`src/rtl/nic_tx_word_serializer.sv`:
```
// Serializes wide NIC Tx words {last, data, keep} into one TX FIFO entry per kept byte lane.
// Optional statistics counters are built when NIC_TX_SER_STATS_EN is defined.
module nic_tx_word_serializer #(
   parameter int unsigned IN_DATA_WIDTH  = 64,
   parameter int unsigned IN_KEEP_WIDTH  = IN_DATA_WIDTH / 8,
   parameter int unsigned IN_PIPE_WIDTH  = IN_DATA_WIDTH + IN_KEEP_WIDTH + 1,
   parameter int unsigned OUT_PIPE_WIDTH = 10
) (
   input  logic                      clk,
   input  logic                      reset,
   input  logic [IN_PIPE_WIDTH-1:0]  NIC_TX_pipe_write_data,
   input  logic                      NIC_TX_pipe_write_req,
   output logic                      NIC_TX_pipe_write_ack,
   output logic [OUT_PIPE_WIDTH-1:0] TX_FIFO_pipe_write_data,
   output logic                      TX_FIFO_pipe_write_req,
   input  logic                      TX_FIFO_pipe_write_ack,
   output logic                      busy
`ifdef NIC_TX_SER_STATS_EN
   ,
   output logic [31:0]               tx_frame_count,
   output logic [31:0]               tx_byte_count
`endif
);

   localparam int unsigned LW = (IN_KEEP_WIDTH > 1) ? $clog2(IN_KEEP_WIDTH) : 1;

   typedef enum logic {IDLE, SER} state_t;

   state_t                   state_q;
   logic [IN_DATA_WIDTH-1:0] data_q;
   logic                     last_q;
   logic [IN_KEEP_WIDTH-1:0] mask_q;
   logic                     zlen_q;

   logic                     in_last;
   logic [IN_DATA_WIDTH-1:0] in_data;
   logic [IN_KEEP_WIDTH-1:0] in_keep;
   logic [LW-1:0]            cur;
   logic                     final_w;
   logic                     ser;
   logic                     accept;
   logic [7:0]               cur_byte;

   assign in_last = NIC_TX_pipe_write_data[IN_PIPE_WIDTH-1];
   assign in_data = NIC_TX_pipe_write_data[IN_PIPE_WIDTH-2:IN_KEEP_WIDTH];
   assign in_keep = NIC_TX_pipe_write_data[IN_KEEP_WIDTH-1:0];

   // Scan from the top so the lowest set lane wins.
   always_comb begin
      cur = '0;
      for (int unsigned i = IN_KEEP_WIDTH; i > 0; i--) begin
         if (mask_q[i-1]) cur = LW'(i - 1);
      end
   end

   assign final_w  = zlen_q | $onehot(mask_q);
   assign cur_byte = zlen_q ? 8'h00 : data_q[8*cur +: 8];
   assign ser      = reset & (state_q == SER);
   assign accept   = NIC_TX_pipe_write_req & NIC_TX_pipe_write_ack;

   assign busy                    = ser;
   assign TX_FIFO_pipe_write_req  = ser;
   assign TX_FIFO_pipe_write_data = ser ? {last_q & final_w, cur_byte, ~zlen_q} : '0;
   assign NIC_TX_pipe_write_ack   = reset & ((state_q == IDLE) |
                                             (final_w & TX_FIFO_pipe_write_ack));

   always_ff @(posedge clk) begin
      if (!reset) begin
         state_q <= IDLE;
         data_q  <= '0;
         last_q  <= 1'b0;
         mask_q  <= '0;
         zlen_q  <= 1'b0;
      end else begin
         if (state_q == SER && TX_FIFO_pipe_write_ack) begin
            mask_q[cur] <= 1'b0;
            if (final_w) begin
               state_q <= IDLE;
               zlen_q  <= 1'b0;
            end
         end
         // A load in the same cycle as the final byte overrides the return to IDLE.
         if (accept) begin
            if (in_keep != '0) begin
               data_q  <= in_data;
               last_q  <= in_last;
               mask_q  <= in_keep;
               zlen_q  <= 1'b0;
               state_q <= SER;
            end else if (in_last) begin
               data_q  <= '0;
               last_q  <= 1'b1;
               mask_q  <= '0;
               zlen_q  <= 1'b1;
               state_q <= SER;
            end
         end
      end
   end

`ifdef NIC_TX_SER_STATS_EN
   always_ff @(posedge clk) begin
      if (!reset) begin
         tx_frame_count <= '0;
         tx_byte_count  <= '0;
      end else if (ser && TX_FIFO_pipe_write_ack) begin
         if (TX_FIFO_pipe_write_data[OUT_PIPE_WIDTH-1]) tx_frame_count <= tx_frame_count + 32'd1;
         if (TX_FIFO_pipe_write_data[0])                tx_byte_count  <= tx_byte_count + 32'd1;
      end
   end
`endif

endmodule
```
`config.mk`:
```
export PLATFORM = sky130hd
export DESIGN_NAME = nic_tx_word_serializer
export DESIGN_NICKNAME = d
export VERILOG_FILES = /design/src/rtl/nic_tx_word_serializer.sv
export SDC_FILE = /design/constraint.sdc
export NUM_CORES = 1
export LEC_CHECK = 0
export ABC_AREA = 1
export BUFFER_PORTS_ARGS = -buffer_cell sky130_fd_sc_hd__buf_2
export CORE_UTILIZATION = 56
export CTS_BUF_LIST = sky130_fd_sc_hd__clkbuf_8
export CTS_CLUSTER_SIZE = 28
export DETAILED_ROUTE_END_ITERATION = 16
export PLACE_DENSITY = 0.82
export REMOVE_ABC_BUFFERS = 1
export SLEW_MARGIN = 20
export SYNTH_ARGS = -nofsm -noshare
export SYNTH_HDL_FRONTEND = slang
export SYNTH_SLANG_ARGS = --single-unit
```
`constraint.sdc`:
```
create_clock -name clk -period 4.53 [get_ports clk]
set_input_delay 0.906 -clock clk [delete_from_list [all_inputs] [get_ports clk]]
set_output_delay 0.906 -clock clk [all_outputs]
set_load 0.05 [all_outputs]
```
==> results.json <==
{
  "status": "complete, but fails checks",
  "violations": "setup timing",
  "synth-seq-cells": 75,
  "whs_path_depth": 2,
  "ys_warn_count": 0,
  "p_leak_nw": 1.99,
  "route.detailed.drc": 0,
  "n_antenna_cell": 0,
  "grt.overflow.total": 0,
  "vias": 4230,
  "fin_ws_ns": -0.0953,
  "met2_usage_pct": 46.1,
  "yosys-top-cells-count": "nand2_1, dfxtp_1, nand4_1",
  "crit_top_cell": "fa_1",
  "fin_util_pct": 68.8,
  "synthTopCellsByArea": "dfxtp_1, nand2_1, nand4_1",
  "period_share_pct": 102,
  "final_cells": 766,
  "yosysMostFrequentCell": "nand2_1",
  "dp_slack_ns": 0.131,
  "clock-sinks": 75,
  "use_met1_pct": 36.8,
  "synth_edf_count": 0,
  "antenna_found_initial": 0,
  "fin_crit_ns": 4.63,
  "grt_pass1_vias": 3749,
  "core_region_area_mm2": 0.00691,
  "synthArstFlopShare_pct": 0,
  "cpPeakStageDelay_ns": 0.52,
  "p_total_mw": 1.74,
  "final_hold_viol_count": 0,
  "ant_nets": 0,
  "peakVddDrop_v": 0.000197,
  "rsz0062_at_grt": "yes",
  "dieArea_mm2": 0.00763,
  "path_cells": "fa_1 -> inv_1 -> fa_1 -> fa_1 -> inv_1 -> ha_2 -> inv_1 -> fa_1 -> nand2_1 -> nor2_1 -> nand2_1 -> nand2_2 -> nand2_2 -> a21oi_4 -> buf_6",
  "finalSetupViolations": 1,
  "rrSetupSlack_ns": 0.23,
  "clockBufferDepth": 2,
  "cts_tree": "yes",
  "hold_end": "data_q[3]$_SDFFE_PN0P_",
  "syn_area_mm2": 0.00408,
  "drt_pass1_iterations": 6,
  "rr_startpoint": "mask_q[0]$_SDFF_PN0_",
  "critPathCaptureType": "output port",
  "rows": 30,
  "port_buffers": 89,
  "grtUsageTotal_pct": 28.3,
  "fin_nets": 749,
  "die_x_um": 87.3,
  "top_level_ports": 90,
  "grtUsageMet3_pct": 5.50,
  "relSlewSlack_pct": 33.5,
  "start_kind": "register",
  "drive_above_1_share_pct": 20.9,
  "wl_per_cell_um": 13.7,
  "crit_cells": 15,
  "initial_core_util_pct": 59.1,
  "placed_cells": 748,
  "cp.buffers_inverters": 4,
  "clkSlewWorstSetupHoldPaths_ns": 0.08,
  "hold_class": "reg2reg",
  "grt_max_degree": 73,
  "p_per_area_mw_per_mm2": 365,
  "clk_latency_ns": 0.36,
  "cp.arrival_ns": 3.72,
  "cp.required_ns": 3.62,
  "slowest_stage": "fa_1",
  "cts_buffers": 9,
  "skew_ns": 0.0124,
  "syn_area_per_cell_um2": 6.79,
  "first_iter_violations": 375,
  "syn_inst": 601,
  "vias_per_cell": 5.52,
  "hold_start": "data_q[3]$_SDFFE_PN0P_",
  "root_buffer": "clkbuf_8",
  "maxSlewViolCount": 0,
  "place_hpwl_mm": 6.70,
  "synth.distinct_cells": 26,
  "worstMarginPinSlew_ns": 0.997,
  "max_freq_ghz": 0.216,
  "critPathMaxFanout": 3,
  "place.gp.congestion": 0.871,
  "fillers": 620,
  "synth_top_cell_by_area": "dfxtp_1",
  "die_h_um": 87.3,
  "syn2layout_area_growth_pct": 16.6,
  "gr-max-usage-layer": "met2",
  "maxCapViolCount": 0,
  "routed_wl_mm": 10.5,
  "reg2reg_depth": 17,
  "yosysTopAreaCellShare_pct": 36.8,
  "synthFlopType": "dfxtp_1",
  "ys_seq_area_share_pct": 36.8,
  "crit_family": "adder cells",
  "worstSetupPathType": "reg2out",
  "worst_r2r_endpoint": "data_q[26]$_SDFFE_PN0P_",
  "grt_pass1_wl_mm": 16.9,
  "htree_levels": 3
}
how the worst max path moves through the flow:
stage | start | to
floorplan | mask_q[0]$_SDFF_PN0_ | NIC_TX_pipe_write_ack
global placement | mask_q[0]$_SDFF_PN0_ | NIC_TX_pipe_write_ack
detailed placement | mask_q[0]$_SDFF_PN0_ | NIC_TX_pipe_write_ack
CTS | mask_q[0]$_SDFF_PN0_ | NIC_TX_pipe_write_ack
global route | mask_q[0]$_SDFF_PN0_ | NIC_TX_pipe_write_ack
finish | mask_q[0]$_SDFF_PN0_ | NIC_TX_pipe_write_ack
report_power, final:
group | internal, mW | total [mW] | leakage [nW] | switching (mW)
registers | 0.695 | 0.717 | 0.614 | 0.0224
clock network | 0.377 | 0.624 | 0.127 | 0.247
logic | 0.138 | 0.396 | 1.25 | 0.258
worst reg2reg max path, stage by stage, from the launching register on:
cell,delay [ns]
dfxtp_4,0.36
fa_1,0.52
inv_1,0.05
fa_1,0.50
fa_1,0.42
inv_1,0.07
ha_2,0.17
inv_1,0.05
fa_1,0.47
nand2_1,0.05
nor2_1,0.11
nand2_1,0.08
nand2_2,0.07
nand2_2,0.08
a21oi_4,0.19
buf_4,0.56
nand4_1,0.30
a21oi_1,0.19
flip-flops by register name, summed over array words and instances, names as in the netlist:
register,count
data_q,64
mask_q,8
state_q,1
zlen_q,1
last_q,1
layout by cell type (no fill, tap or decap), drive strengths merged, types with 6 or more instances in the layout:
| cell type | n |
|---|---|
| a21oi | 74 |
| buf | 95 |
| nor2 | 38 |
| nor3 | 6 |
| inv | 79 |
| dfxtp | 75 |
| nand3 | 23 |
| clkbuf | 10 |
| o21ai | 6 |
| nand2 | 166 |
| nand4 | 77 |
routing by layer:
layer  vias up  wire length, µm
li1       2094                -
met1      1910             4460
met2       192             4990
met3        34              759
met4         0              255
met5         -                0
area by class of cell:
class                   instances  area [µm²]  share of cell area (%)
multi-input cells             406        2080                    43.7
flip-flops and latches         75        1510                    31.7
repair buffers                 95         515                    10.8
inverters                      78         293                    6.16
clock buffers                  10         138                    2.89
well taps                      96         120                    2.53
clock inverters                 6         104                    2.18
stage by stage:
step	hold slack (ns)	instance area, µm²	setup TNS [ns]
after floorplan	0.441	3850	-0.350
after global routing	0.479	4750	-0.392
after global placement	0.447	4470	0
after CTS	0.463	4720	-0.121
final	0.462	4750	-0.0953
after detailed placement	0.451	4470	0
timing repair:
| item | 4_1_cts | 5_1_grt |
|---|---|---|
| endpoints found under the setup margin | 2 | 13 |
| pin swaps | 1 | 2 |
| cloned | 0 | 1 |
| resized for setup | 7 | 4 |
| buffers inserted | 0 | 1 |
| hold endpoints to repair | 0 | 0 |
| hold buffers | 0 | 0 |
kinds of logic (layout without fill, tap and decap cells):
logic type | after synthesis | count (layout) | share of synthesized area, %
AO/OA/AOI/OAI | 83 | 83 | 10.6
adder cells (fa/ha/maj) | 7 | 7 | 2.88
buffers and inverters | 121 | 189 | 12.8
flip-flops | 75 | 75 | 36.8
AND/OR/NAND/NOR | 315 | 316 | 36.9
Note: power is estimated with default switching activity, not from simulation.
